## config.mk

```make
export PLATFORM = sky130hd
export DESIGN_NAME = mem_port_arbiter_flat
export DESIGN_NICKNAME = d
export VERILOG_FILES = /design/src/rtl/mem_port_arbiter_if.sv /design/src/rtl/mem_port_arbiter.sv /design/src/flat_wrapper.sv
export SDC_FILE = /design/constraint.sdc
export NUM_CORES = 1
export LEC_CHECK = 0
export CORE_MARGIN = 2
export CORE_UTILIZATION = 39
export CTS_BUF_LIST = sky130_fd_sc_hd__clkbuf_8 sky130_fd_sc_hd__clkbuf_16
export DETAILED_ROUTE_END_ITERATION = 10
export MAX_ROUTING_LAYER = met4
export PLACE_DENSITY = 0.82
export SLEW_MARGIN = 5
export SYNTH_ARGS = -nofsm -noshare
export SYNTH_HDL_FRONTEND = slang
export SYNTH_SLANG_ARGS = --single-unit
```

## constraint.sdc

```tcl
create_clock -name clk -period 12.4 [get_ports clk]
set_clock_uncertainty 0.05 [all_clocks]
set_input_delay 2.48 -clock clk [delete_from_list [all_inputs] [get_ports clk]]
set_output_delay 2.48 -clock clk [all_outputs]
set_load 0.1 [all_outputs]
```

## src/rtl/mem_port_arbiter_if.sv

```systemverilog
// Bundle of IF/DM requester and unified-memory signals around mem_port_arbiter.
// slave = arbiter side, master = requesters plus memory model side.
interface mem_port_arbiter_if #(
    parameter int unsigned AW = 32,
    parameter int unsigned DW = 32
);
    logic          if_req;
    logic [AW-1:0] if_addr;
    logic [DW-1:0] if_rdata;
    logic          if_valid;
    logic          if_stall;

    logic          dm_req;
    logic          dm_we;
    logic [AW-1:0] dm_addr;
    logic [DW-1:0] dm_wdata;
    logic [DW-1:0] dm_rdata;
    logic          dm_valid;
    logic          dm_stall;

    logic          m_req;
    logic          m_we;
    logic [AW-1:0] m_addr;
    logic [DW-1:0] m_wdata;
    logic [DW-1:0] m_rdata;
    logic          m_ack;

    modport slave (
        input  if_req, if_addr, dm_req, dm_we, dm_addr, dm_wdata, m_rdata, m_ack,
        output if_rdata, if_valid, if_stall, dm_rdata, dm_valid, dm_stall,
               m_req, m_we, m_addr, m_wdata
    );

    modport master (
        output if_req, if_addr, dm_req, dm_we, dm_addr, dm_wdata, m_rdata, m_ack,
        input  if_rdata, if_valid, if_stall, dm_rdata, dm_valid, dm_stall,
               m_req, m_we, m_addr, m_wdata
    );
endinterface

```

## src/rtl/mem_port_arbiter.sv

```systemverilog
// Arbitrates one single-ported memory between the IF and DM pipeline stages.
// Define MEM_ARB_STARVE_GUARD_EN to force an IF grant after STARVE_LIMIT back-to-back DM grants.
module mem_port_arbiter #(
    parameter int unsigned STARVE_LIMIT = 4
) (
    input logic               clk,
    input logic               rst,
    mem_port_arbiter_if.slave bus
);

    if (STARVE_LIMIT < 1 || STARVE_LIMIT > 15) begin : g_bad_limit
        $error("STARVE_LIMIT must be in 1..15");
    end

    typedef enum logic [1:0] {StIdle, StIfBusy, StDmBusy} state_e;

    state_e state;
    logic   cooldown;
    logic   grant_dm;
    logic   grant_if;

    // A valid pulse marks the one idle cycle after a completion; no arbitration then.
    assign cooldown = bus.if_valid | bus.dm_valid;

    assign bus.if_stall = bus.if_req & ~bus.if_valid;
    assign bus.dm_stall = bus.dm_req & ~bus.dm_valid;

`ifdef MEM_ARB_STARVE_GUARD_EN
    logic [3:0] starve_cnt;

    assign grant_dm = bus.dm_req & ~(bus.if_req & (starve_cnt == 4'(STARVE_LIMIT)));

    always_ff @(posedge clk or posedge rst) begin
        if (rst) begin
            starve_cnt <= '0;
        end else if (state == StIdle) begin
            if (!bus.if_req) begin
                starve_cnt <= '0;
            end else if (!cooldown) begin
                if (grant_dm) starve_cnt <= starve_cnt + 4'd1;
                else          starve_cnt <= '0;
            end
        end
    end
`else
    assign grant_dm = bus.dm_req;
`endif

    assign grant_if = bus.if_req & ~grant_dm;

    always_ff @(posedge clk or posedge rst) begin
        if (rst) begin
            state        <= StIdle;
            bus.m_req    <= 1'b0;
            bus.m_we     <= 1'b0;
            bus.m_addr   <= '0;
            bus.m_wdata  <= '0;
            bus.if_rdata <= '0;
            bus.if_valid <= 1'b0;
            bus.dm_rdata <= '0;
            bus.dm_valid <= 1'b0;
        end else begin
            case (state)
                StIdle: begin
                    bus.if_valid <= 1'b0;
                    bus.dm_valid <= 1'b0;
                    if (!cooldown && grant_dm) begin
                        bus.m_req   <= 1'b1;
                        bus.m_we    <= bus.dm_we;
                        bus.m_addr  <= bus.dm_addr;
                        bus.m_wdata <= bus.dm_wdata;
                        state       <= StDmBusy;
                    end else if (!cooldown && grant_if) begin
                        bus.m_req  <= 1'b1;
                        bus.m_we   <= 1'b0;
                        bus.m_addr <= bus.if_addr;
                        state      <= StIfBusy;
                    end
                end
                StIfBusy: begin
                    if (bus.m_ack) begin
                        bus.m_req    <= 1'b0;
                        bus.if_rdata <= bus.m_rdata;
                        bus.if_valid <= 1'b1;
                        state        <= StIdle;
                    end
                end
                StDmBusy: begin
                    if (bus.m_ack) begin
                        bus.m_req    <= 1'b0;
                        if (!bus.m_we) bus.dm_rdata <= bus.m_rdata;
                        bus.dm_valid <= 1'b1;
                        state        <= StIdle;
                    end
                end
                default: state <= StIdle;
            endcase
        end
    end

endmodule
```

## src/flat_wrapper.sv

```systemverilog
// flat-port wrapper written by rule: the top's interface ports become plain ports
module mem_port_arbiter_flat 
#(
    parameter int unsigned STARVE_LIMIT = 4
)
  (clk, rst, bus_if_req, bus_if_addr, bus_dm_req, bus_dm_we, bus_dm_addr, bus_dm_wdata, bus_m_rdata, bus_m_ack, bus_if_rdata, bus_if_valid, bus_if_stall, bus_dm_rdata, bus_dm_valid, bus_dm_stall, bus_m_req, bus_m_we, bus_m_addr, bus_m_wdata);
  mem_port_arbiter_if bus_i ();
  input logic clk;
  input logic rst;
  input wire logic [$bits(bus_i.if_req)-1:0] bus_if_req;
  input wire logic [$bits(bus_i.if_addr)-1:0] bus_if_addr;
  input wire logic [$bits(bus_i.dm_req)-1:0] bus_dm_req;
  input wire logic [$bits(bus_i.dm_we)-1:0] bus_dm_we;
  input wire logic [$bits(bus_i.dm_addr)-1:0] bus_dm_addr;
  input wire logic [$bits(bus_i.dm_wdata)-1:0] bus_dm_wdata;
  input wire logic [$bits(bus_i.m_rdata)-1:0] bus_m_rdata;
  input wire logic [$bits(bus_i.m_ack)-1:0] bus_m_ack;
  output wire logic [$bits(bus_i.if_rdata)-1:0] bus_if_rdata;
  output wire logic [$bits(bus_i.if_valid)-1:0] bus_if_valid;
  output wire logic [$bits(bus_i.if_stall)-1:0] bus_if_stall;
  output wire logic [$bits(bus_i.dm_rdata)-1:0] bus_dm_rdata;
  output wire logic [$bits(bus_i.dm_valid)-1:0] bus_dm_valid;
  output wire logic [$bits(bus_i.dm_stall)-1:0] bus_dm_stall;
  output wire logic [$bits(bus_i.m_req)-1:0] bus_m_req;
  output wire logic [$bits(bus_i.m_we)-1:0] bus_m_we;
  output wire logic [$bits(bus_i.m_addr)-1:0] bus_m_addr;
  output wire logic [$bits(bus_i.m_wdata)-1:0] bus_m_wdata;
  assign bus_i.if_req = bus_if_req;
  assign bus_i.if_addr = bus_if_addr;
  assign bus_i.dm_req = bus_dm_req;
  assign bus_i.dm_we = bus_dm_we;
  assign bus_i.dm_addr = bus_dm_addr;
  assign bus_i.dm_wdata = bus_dm_wdata;
  assign bus_i.m_rdata = bus_m_rdata;
  assign bus_i.m_ack = bus_m_ack;
  assign bus_if_rdata = bus_i.if_rdata;
  assign bus_if_valid = bus_i.if_valid;
  assign bus_if_stall = bus_i.if_stall;
  assign bus_dm_rdata = bus_i.dm_rdata;
  assign bus_dm_valid = bus_i.dm_valid;
  assign bus_dm_stall = bus_i.dm_stall;
  assign bus_m_req = bus_i.m_req;
  assign bus_m_we = bus_i.m_we;
  assign bus_m_addr = bus_i.m_addr;
  assign bus_m_wdata = bus_i.m_wdata;
  mem_port_arbiter #(.STARVE_LIMIT(STARVE_LIMIT)) u_core (.clk(clk), .rst(rst), .bus(bus_i));
endmodule
```

[Word-level counts from Yosys, hierarchy flattened]
Index checks and enable logic that the tools add are counted.
Cells by class
  eq/ne operators: 6
  mux-type cells: 15
  bitwise logic cells: 8
  reduce and logical (&&, ||, !) cells: 17
Operator list (count)
  $mux W32: 2
  $reduce_and A2 Y1: 6
  $reduce_bool A2 Y1: 4
  $mux W1: 6
  $mux W2: 3
  $pmux W1 S2: 3
  $reduce_and A3 Y1: 2
  $ne A2 B2 Y1 const B: 2
  $not A1 Y1: 4
  $pmux W2 S2: 1
  $and A1 B1 Y1: 3
  $ne A3 B1 Y1 const B: 1
  $eq A2 B1 Y1 const B: 1
  $eq A2 B2 Y1 const B: 1
  $logic_and A1 B1 Y1: 2
  $logic_not A2 Y1: 1
  $ne A2 B1 Y1 const B: 1
  $reduce_or A2 Y1: 1
  $logic_not A1 Y1: 1
  $or A1 B1 Y1: 1
Storage, ports and cells
  flip-flop bits (word level): 134
  input port bits: 134
  word-level logic and storage cells: 55

[Depth between registers and ports, before layout]
  depth in word-level cells: 6
  mapped depth: 7
  gate-level depth less buffers: 5

[Least setup slack after synthesis]
No wires, ideal clock.
  kind: input -> output
  start: input port bus_dm_req
  end: output port bus_dm_stall
  data arrival time: 3814 ps
  required time: 9870 ps
  slack: 6056 ps
  stages: 1
  path through: nor2b_1
On the way
  word-level cells in the longest chain between the ends: 1
Ends and longest elaborated chain
  start: declaration: line flat_wrapper.sv:12  | input wire logic [$bits(bus_i.dm_req)-1:0] bus_dm_req;
  $and A1 B1 Y1: line mem_port_arbiter.sv:26  | assign bus.dm_stall = bus.dm_req & ~bus.dm_valid;
  end: declaration: line flat_wrapper.sv:23  | output wire logic [$bits(bus_i.dm_stall)-1:0] bus_dm_stall;
Every way passes these cells.

[Worst setup path after layout]
Same ends and word-level chain as after synthesis.

==> summary.txt <==
Finish
  – Layout area overhead: 62.7%
  – Layout Nets: between 700 and 800
  – Fillers: roughly 1,100
  – Layout cell share with drive strength beyond 1: a little under 8%
  – Total inserted antenna cells: 0
  – Multi-input gate area: around 0.0019 sq mm
  – Area taken by flip-flops and latches: about 0.0034 sq mm
  – Design Area, Final: just under 0.009 sq mm

Critical path
  – Critical Path RT: just under 10 ns
  – Delay-heaviest family, CP: buffers and inverters
  – Crit path launch type: input port
  – Cell mode on critical path: clkdlybuf4s50_1
  – Critical-path maximum fanout: 5
  – Critical path buffers and inverters: 2
  – CP Capture Type: primary output
  – Critical path type: in2out
  – Crit-path max cell delay: about 1.1 ns
  – CP Cell Sequence: clkdlybuf4s50_1 > nor2b_1 > clkdlybuf4s50_1
  – Slowest-stage cell, CP: clkdlybuf4s50_1
  – Worst EP arrival: approximately 4.3 ns

STA
  – Final period utilization: roughly 55%
  – Pins Over Slew Limit: 0
  – Worst rel slew slack: a little over a fifth
  – Slew @ Worst Pin: roughly 1.2 ns
  – RSZ-0062 raised after global routing: no
  – F_max: 146 MHz
  – Final setup viols: 0
  – Final TNS setup: 0 ns
  – Tmin final: 6.85 ns
  – Hold Fails Final Rpt: 0

Floorplan
  – DIE WIDTH: 122 um
  – Die Ht: 122 um
  – Num rows: 43
  – Top Ports: roughly 270
  – Core Region: ~0.014 sq mm
  – Die area: approximately 0.015 sq mm
  – Starting Density: ~40%

Yosys
  – Syn Std Cell Area: about 0.0054 sq mm
  – Net Count, Synth: slightly below 500
  – Mapped Cells: ~350
  – Synth top area share: between 60% and 70%
  – Distinct cell type count after synthesis: 31
  – Yosys reg bits: 134
  – Yosys warns: 0
  – Yosys top cell by area: dfrtp_1
  – Post-Syn Area per Cell: 15.3 sq um
  – Seq/Total Area, Yosys: 62.1%
  – Top post-synthesis cells by area: dfrtp_1 62%, mux2_1 20%, o221a_1 5.0%

Status
  – Run status: finished clean

Global routing
  – Vias in the first global route: 4,376
  – Largest net degree at the start of global routing: 77
  – GRT Overall Usage: approximately a fifth
  – Initial antenna violation count: 0
  – First-pass GRT wire length: between 20,000 and 25,000 um
  – Total gr overflow: 0

Route
  – Pre-antenna DRT Iters: 4
  – Via/cell ratio: 4.90
  – Total number of vias: between 4,000 and 5,000
  – Antenna-violating nets left: 0
  – Final WL: 14,300 um
  – # DRC: 0
  – DRT iter0 DRCs: ~220
  – WL per Instance: between 15 and 20 um

Clock network
  – Sink Count: between 100 and 150
  – Worst skew pair latency: between 0.4 and 0.5 ns
  – CTS Hold Bufs: 0
  – Max clock buf depth: 2
  – Clock-pin slew on the worst setup and hold paths: approximately 0.06 ns
  – TritonCTS clock tree: done
  – CTS Buf Count: 17
  – Root buffer cell: clkbuf_16
  – Htree depth: 4
  – Post-CTS setup buffer count: 0
  – Post_cts resized: 0

Placement
  – I/O Buffers: approximately 270
  – DP HPWL: approximately 11,000 um
  – Area after DPL: roughly 0.0082 sq mm
  – Gp weighted congestion: 0.743

Min path
  – Hold/Removal Path Class: reg2reg

Job
  – Number of max-cap violations: 0
## state kept, by name (all words and copies together) (netlist names)
signal and cells:
u_core.bus.dm_rdata 32, u_core.bus.m_wdata 32, u_core.bus.m_we 1, u_core.bus.m_addr 32
u_core.state 2, u_core.bus.if_rdata 32, u_core.bus.if_valid 1, u_core.bus.m_req 1
u_core.bus.dm_valid 1
## through the flow
step	cells	hold WS, ns	utilization [%]	setup WS, ns
floorplan	353	0.468	-	6.06
global placement	784	0.418	59.8	5.57
detailed placement	784	0.425	59.8	5.56
CTS	816	0.438	64.1	5.56
global route	816	0.457	64.1	5.48
finish	816	0.435	64.1	5.55
## cells in the mapped netlist
cell and instances:
a21o_1 1, a21oi_1 2, a32oi_1 1, buf_1 2, buf_2 8, buf_4 3, buf_6 3, buf_8 2
clkbuf_1 2, dfrtp_1 134, ha_1 4, inv_1 5, inv_2 1, mux2_1 96, mux2_2 1, nand2_1 3
nand2b_1 33, nand3_1 1, nor2_1 6, nor2b_1 4, nor3b_1 1, nor4b_1 1, nor4bb_4 1, o21ai_1 1
o221a_1 24, o221a_2 8, o22ai_1 1, o31a_1 1, o31ai_1 1, o32ai_1 1, or3b_1 1
## worst register-to-register path, delay by kind of cell, from the launching register on
kind	cells	cell delay, ns
simple gates	1	0.90
buf+inv	2	0.74
mux	1	0.45
flops	1	0.42
fa+ha+maj	1	0.28
## path summary, 6_finish.rpt
kind	depth (start not counted)	startpoint	endpoint	slack (ns)
setup / recovery	3	bus_dm_req	bus_dm_stall	5.55
min in group asynchronous	2	rst	u_core.bus.dm_rdata[31]$_DFFE_PP0P_	2.49
setup reg to reg	5	u_core.state[0]$_DFFE_PP0P_	u_core.bus.m_wdata[11]$_DFFE_PP0P_	9.43
hold reg to reg	1	u_core.bus.m_wdata[15]$_DFFE_PP0P_	u_core.bus.m_wdata[15]$_DFFE_PP0P_	0.44
max in group asynchronous	3	rst	u_core.bus.if_rdata[9]$_DFFE_PP0P_	8.40
hold / removal	1	u_core.bus.m_wdata[15]$_DFFE_PP0P_	u_core.bus.m_wdata[15]$_DFFE_PP0P_	0.44
## kinds of logic (layout without fill, tap and decap cells)
kind of cell	Yosys count	count (layout)	share of synthesized area (%)
DFF	134	134	62.1
adders and majority gates	4	4	0.926
muxes	97	97	20.2
buffers and inverters	26	309	3.03
AOI/OAI and AO/OA	41	41	7.83
and+or+nand+nor	51	51	5.93
## cell usage in the layout (no fill, tap or decap), drive strengths merged, types with 2 or more instances in the layout
master,instances
a21oi,2
mux2,97
clkinv,6
inv,8
o221a,32
nor2b,4
dfrtp,134
clkdlybuf4s50,267
nand2b,33
buf,4
ha,4
clkinvlp,4
nor2,6
bufinv,2
clkbuf,18
nand2,3
## layer usage
layer / routed length (um) / share of wire [%] / vias to the layer above / track usage [%]
met2: 7350 / 51 / 176 / 34.2
met3: 1010 / 7.1 / 35 / 6.13
met5: 0 / 0 / - / -
met1: 5540 / 39 / 1977 / 22.5
met4: 427 / 3.0 / 0 / 9.48
li1: - / - / 1814 / -
## area by class of cell
class                           count  area share [%]
Clock buffer                       18            5.00
Timing Repair Buffer              271            30.7
Clock inverter                     14            1.72
Multi-Input combinational cell    193            21.5
Sequential cell                   134            38.1
Tap cell                          180            2.56
Inverter                            6           0.285
Power is left out: the tool's default activity adds up to more than one toggle a clock period on the data nets, which glitch-free logic cannot reach.
